==> src/rtl/softmax_pkg.sv <==
// Shared constants and state encoding for the softmax exponent-LUT sequencer.
package softmax_pkg;

   localparam int DEF_N_CLASSES = 8;
   localparam int DEF_DATA_W    = 16;
   localparam int DEF_LUT_AW    = 8;
   localparam int DEF_SHIFT     = 6;
   localparam int DEF_CLS_W     = $clog2(DEF_N_CLASSES);

   typedef enum logic [2:0] {
      IDLE,
      LOAD,
      LOOKUP,
      WAIT,
      PRESENT
   } state_t;

endpackage

==> src/rtl/softmax_idx_calc.sv <==
// Combinational LUT index: (max - x) >> SHIFT, saturated to the LUT address range.
module softmax_idx_calc
   import softmax_pkg::*;
#(
   parameter int DATA_W = DEF_DATA_W,
   parameter int LUT_AW = DEF_LUT_AW,
   parameter int SHIFT  = DEF_SHIFT
) (
   input  logic signed [DATA_W-1:0] max_val,
   input  logic signed [DATA_W-1:0] x_val,
   output logic        [LUT_AW-1:0] addr
);

   localparam logic [DATA_W:0] ADDR_MAX = (DATA_W+1)'((1 << LUT_AW) - 1);

   logic [DATA_W:0] diff;
   logic [DATA_W:0] shifted;

   // One extra bit so the full signed span (max - min) stays non-negative.
   assign diff    = {max_val[DATA_W-1], max_val} - {x_val[DATA_W-1], x_val};
   assign shifted = diff >> SHIFT;
   assign addr    = (shifted > ADDR_MAX) ? '1 : shifted[LUT_AW-1:0];

endmodule

==> src/rtl/softmax_seq_ctrl.sv <==
// Buffers one frame of logits, tracks max/argmax, then sequences one exp-LUT read per class.
module softmax_seq_ctrl
   import softmax_pkg::*;
#(
   parameter int N_CLASSES = DEF_N_CLASSES,
   parameter int DATA_W    = DEF_DATA_W,
   parameter int LUT_AW    = DEF_LUT_AW,
   parameter int SHIFT     = DEF_SHIFT,
   parameter int LUT_LAT   = 1
) (
   input  logic                         clk,
   input  logic                         rst,
   input  logic                         in_valid,
   output logic                         in_ready,
   input  logic [DATA_W-1:0]            in_data,
   input  logic                         in_last,
   output logic                         lut_rd_en,
   output logic [LUT_AW-1:0]            lut_addr,
   input  logic [DATA_W-1:0]            lut_rd_data,
   output logic                         out_valid,
   input  logic                         out_ready,
   output logic [DATA_W-1:0]            out_data,
   output logic [$clog2(N_CLASSES)-1:0] out_class,
   output logic                         out_last,
   output logic [$clog2(N_CLASSES)-1:0] argmax,
   output logic                         busy,
   output logic                         err_len
);

   localparam int            CW       = $clog2(N_CLASSES);
   localparam int            WW       = (LUT_LAT > 1) ? $clog2(LUT_LAT) : 1;
   localparam logic [CW-1:0] LAST_IDX = CW'(N_CLASSES - 1);

   state_t                   state;
   logic signed [DATA_W-1:0] frame_buf [N_CLASSES];
   logic signed [DATA_W-1:0] max_r, max_upd, max_sel, x_sel;
   logic [CW-1:0]            in_cnt, cls, next_cls;
   logic [WW-1:0]            wait_cnt;
   logic [LUT_AW-1:0]        idx;
   logic                     beat, gt;

   assign beat     = in_valid & in_ready;
   assign gt       = $signed(in_data) > max_r;
   assign max_upd  = gt ? $signed(in_data) : max_r;
   assign next_cls = (cls == LAST_IDX) ? '0 : cls + 1'b1;

   // The class-0 address is issued on the same edge as the final beat, so it must see that beat's max.
   assign max_sel = (state == LOAD) ? max_upd : max_r;
   assign x_sel   = (state == LOAD) ? frame_buf[0] : frame_buf[next_cls];

   softmax_idx_calc #(
      .DATA_W(DATA_W),
      .LUT_AW(LUT_AW),
      .SHIFT (SHIFT)
   ) u_idx_calc (
      .max_val(max_sel),
      .x_val  (x_sel),
      .addr   (idx)
   );

   always_ff @(posedge clk or posedge rst) begin
      if (rst) begin
         for (int i = 0; i < N_CLASSES; i++) frame_buf[i] <= '0;
      end else if (beat) begin
         frame_buf[in_cnt] <= in_data;
      end
   end

   always_ff @(posedge clk or posedge rst) begin
      if (rst) begin
         state     <= IDLE;
         in_ready  <= 1'b0;
         lut_rd_en <= 1'b0;
         lut_addr  <= '0;
         out_valid <= 1'b0;
         out_data  <= '0;
         out_class <= '0;
         out_last  <= 1'b0;
         argmax    <= '0;
         busy      <= 1'b0;
         err_len   <= 1'b0;
         max_r     <= '0;
         in_cnt    <= '0;
         cls       <= '0;
         wait_cnt  <= '0;
      end else begin
         err_len   <= 1'b0;
         lut_rd_en <= 1'b0;
         case (state)
            IDLE: begin
               in_ready <= 1'b1;
               if (beat) begin
                  max_r  <= $signed(in_data);
                  argmax <= '0;
                  // With at least two classes, in_last on beat 0 is always a short frame.
                  if (in_last) begin
                     err_len <= 1'b1;
                  end else begin
                     in_cnt <= CW'(1);
                     busy   <= 1'b1;
                     state  <= LOAD;
                  end
               end
            end
            LOAD: begin
               if (beat) begin
                  if (gt) begin
                     max_r  <= max_upd;
                     argmax <= in_cnt;
                  end
                  if (in_cnt == LAST_IDX) begin
                     err_len   <= ~in_last;
                     in_cnt    <= '0;
                     cls       <= '0;
                     in_ready  <= 1'b0;
                     lut_rd_en <= 1'b1;
                     lut_addr  <= idx;
                     state     <= LOOKUP;
                  end else if (in_last) begin
                     err_len <= 1'b1;
                     in_cnt  <= '0;
                     busy    <= 1'b0;
                     state   <= IDLE;
                  end else begin
                     in_cnt <= in_cnt + 1'b1;
                  end
               end
            end
            LOOKUP: begin
               wait_cnt <= '0;
               state    <= WAIT;
            end
            WAIT: begin
               if (wait_cnt == WW'(LUT_LAT - 1)) begin
                  out_data  <= lut_rd_data;
                  out_class <= cls;
                  out_last  <= (cls == LAST_IDX);
                  out_valid <= 1'b1;
                  state     <= PRESENT;
               end else begin
                  wait_cnt <= wait_cnt + 1'b1;
               end
            end
            PRESENT: begin
               if (out_ready) begin
                  out_valid <= 1'b0;
                  if (out_last) begin
                     busy     <= 1'b0;
                     in_ready <= 1'b1;
                     state    <= IDLE;
                  end else begin
                     cls       <= next_cls;
                     lut_rd_en <= 1'b1;
                     lut_addr  <= idx;
                     state     <= LOOKUP;
                  end
               end
            end
            default: state <= IDLE;
         endcase
      end
   end

endmodule

==> config.mk <==
export PLATFORM = sky130hd
export DESIGN_NAME = softmax_seq_ctrl
export DESIGN_NICKNAME = d
export VERILOG_FILES = /design/src/rtl/softmax_pkg.sv /design/src/rtl/softmax_idx_calc.sv /design/src/rtl/softmax_seq_ctrl.sv
export SDC_FILE = /design/constraint.sdc
export NUM_CORES = 1
export LEC_CHECK = 0
export CAP_MARGIN = 20
export CORE_MARGIN = 2
export CORE_UTILIZATION = 40
export CTS_CLUSTER_SIZE = 30
export DETAILED_ROUTE_END_ITERATION = 8
export SYNTH_ARGS = -nofsm -noshare
export SYNTH_HDL_FRONTEND = slang
export SYNTH_HIERARCHICAL = 1
export SYNTH_SLANG_ARGS = --single-unit
export TNS_END_PERCENT = 5
==> constraint.sdc <==
create_clock -name clk -period 6.07 [get_ports clk]
set_input_delay 0.607 -clock clk [delete_from_list [all_inputs] [get_ports clk]]
set_output_delay 0.607 -clock clk [all_outputs]
set_load 0.005 [all_outputs]
==> qor.txt <==
M3 GR Usage - 0.0328
Clock Sinks - 189
Final setup TNS - 0 ps
R2R Setup Slk - 1290 ps
Async set-or-reset flop fraction in the synthesized netlist - 1.00
Die Height - 161 um
Clock Skews - 8.97 ps
Most frequent cells in the layout - dfrtp_1, mux2_2, clkdlybuf4s50_1
Post-place instance area - 11000 um2
WP data required - 6380 ps
# rows - 57
Sw Pwr - 1.86 mW
H-tree depth - 4
GR peak layer - met2
Layout area overhead - 18.3%
Slew of the pin with the lowest slew margin - 1100 ps
Leak pwr - 5.06 nW
First-pass DRT Iterations - 4
Final wirelength - 22.0 mm
Dpl hpwl - 15.0 mm
Hold Startpoint - out_valid
Mapped Cells - 764
Post-route antenna net violation count - 0
Clk buf depth - 2
DP Cell Count - 1137
Top cells by area, synth - dfrtp_1, mux2_2, mux4_2
Vias in the first global route - 6367
Crit path max fanout - 11
Cts hold-fix bufs - 0
Combinational cell fraction of total power - 0.431
Final setup margin - 800 ps
Final nets - 905
First-pass GRT wire length - 36.2 mm
Final instance area - 11600 um2
Total GRT Usage - 0.181
Endpoint, Worst Hold - out_valid
RSZ-0062 raised after global routing - no
Flops & latches, synth - 189
Slew Limit Headroom - 0.266
Max-Cap Viols - 0
CTS Buf Count - 17
Leading area contributor after synthesis - dfrtp_1
Prevailing post-synth register cell - dfrtp_1
Commonest non-fill, non-tap cell in the layout - dfrtp_1
Hold crit path type - reg -> reg
# DRC - 0
Setup CP Type - in -> reg
Post-synthesis sequential area ratio - 0.482
Clock transition at path regs - 70 ps
R2r worst-path depth - 17
Pre-CTS WS - 317 ps
Synth Area per Inst - 12.9 um2
Switch share - 0.351
Gr ovfl total - 0
Endpoint class of the critical path - flip-flop
Min Clock Period, post-route - 5270 ps
Status - complete, no violations
Vias - 6250
Period utilization - 0.868
Met2 usage - 0.293
Post-synth top area share - 0.482
Total number of yosys warnings - 6
Endpoints failing setup - 0
Total core area - 24200 um2
Clock share of power - 0.217
Antenna violations before repair - 1
Post-Layout Cell Count - 1171
Die Wd - 161 um
Layout cells sized above 1 - 0.352
Pin count of the biggest net entering global routing - 142
Initial Utilization - 0.406
Number of synthesized flops with an enable pin - 0
TritonCTS clock tree - done
Hold Violations, Final - 0
Worst VDD drop - 236 uV
GRT met1 Usage - 0.249
Post-CTS Repair Setup Buffers - 0
Pwr dens - 457 nW/um2
RR Endpoint - lut_addr[4]
Root buf cell - clkbuf_16
P_int - 3.44 mW
Synthesized Nets - 836
Vias per inst - 5.34
WHS Path Cells - 2
Port Buf Inserts - 72
CP Launch Type - input port
Clk Latency, worst-skew pair - 430 ps
WP data arrival - 5580 ps
Yosys cell types - 60
Pins Over Slew Limit - 0
Routability cong. - 0.893
Number of fill cells in the layout - 2107
Fmax - 190 MHz
Die area - 25800 um2
R2r startpoint - max_r[1]
Avg WL per Cell - 18.8 um
Syn Std Cell Area - 9820 um2
Part of the power in registers - 0.352
Min Hold Slack - 476 ps
DR iter-0 viols - 392
Post-CTS Resized - 0
IO Pins - 73
[per-layer routing]
layer	up-vias	routed length [um]
li1	2922	-
met1	3181	10200
met2	126	10600
met3	21	887
met4	0	339
met5	-	0
[power groups by stage]
stage | combinational (mW) | sequential (mW) | clock, mW
2_1_floorplan | 1.77 | 1.82 | 0
3_3_place_gp | 2.29 | 1.88 | 0
3_5_place_dp | 2.29 | 1.89 | 0
4_1_cts | 2.30 | 1.87 | 1.17
5_1_grt | 2.54 | 1.92 | 1.23
6_report | 2.29 | 1.87 | 1.15
[cells by family (layout without fill, tap and decap cells)]
group | after synthesis | in the layout | share of synthesized area
multiplexers | 232 | 232 | 0.304
flip-flops | 189 | 189 | 0.482
AND/OR/NAND/NOR | 107 | 107 | 0.0561
AO/OA/AOI/OAI | 102 | 102 | 0.0680
buffers and inverters | 90 | 172 | 0.0361
adder cells (fa/ha/maj) | 35 | 35 | 0.0446
XOR/XNOR | 9 | 9 | 0.00994
other | 0 | 1 | 0
[synthesized netlist by cell type, types with 2 or more instances]
library cell and instances:
dfrtp_1 189, mux2_2 176, nand2_1 44, inv_1 42
o21ai_0 40, ha_1 35, mux4_2 32, clkbuf_1 23
a21oi_1 22, buf_1 20, mux2i_1 16, nand3_1 12
nor2_1 12, nor3_1 9, mux2_4 8, nand4_1 5
o211ai_1 5, xnor2_1 5, a21o_1 4, buf_2 4
a21oi_2 3, a32o_1 3, nand2b_1 3, nor2b_1 3
o21ai_1 3, or4_1 3, xor2_1 3, a211o_1 2
a22o_1 2, a31oi_1 2, and2_1 2, nand3b_1 2
o21a_1 2, o21bai_1 2
[registers in the layout, indices dropped and copies added, names as in the netlist]
register	cells
max_r	16
lut_rd_en	1
out_valid	1
frame_buf	128
out_last	1
out_data	16
in_ready	1
argmax	3
out_class	3
cls	3
in_cnt	3
lut_addr	8
busy	1
err_len	1
state	3
[worst max-delay path: stages]
cell             delay, ps
clkdlybuf4s50_1        610
ha_1                   420
nand4_1                180
a2111o_1               460
nor4b_1                170
nor3_2                 630
buf_4                  320
mux2_2                 360
ha_1                   350
o21a_1                 200
o211ai_1               310
a211oi_4               100
a21oi_4                200
xor2_4                 260
nand3_1                130
mux2_2                 280
[area by class of cell]
type	count	area, um2	area share
inverter	42	165	0.0142
clock inverter	13	153	0.0131
timing repair buffer	98	948	0.0816
clock buffer	19	443	0.0381
tap	324	405	0.0349
antenna	1	2.50	0.000215
multi-input combinational	485	4770	0.411
sequential	189	4730	0.407
[stage by stage]
| stage | power (mW) | util |
|---|---|---|
| global route | 5.69 | 0.481 |
| global placement | 4.17 | 0.455 |
| floorplan | 3.59 | - |
| finish | 5.30 | 0.481 |
| CTS | 5.34 | 0.480 |
| detailed placement | 4.19 | 0.455 |
[worst max-delay path by stage]
stage	startpoint	cells past startpoint	slack, ps	endpoint
CTS	in_data[1]	17	770	lut_addr[4]
global route	in_data[14]	17	560	lut_addr[1]
global placement	in_data[1]	17	400	lut_addr[6]
floorplan	rst	1	320	argmax[0]
finish	in_data[6]	16	800	lut_addr[4]
detailed placement	in_data[1]	17	320	lut_addr[4]
Power figures use the tool's default switching activity.
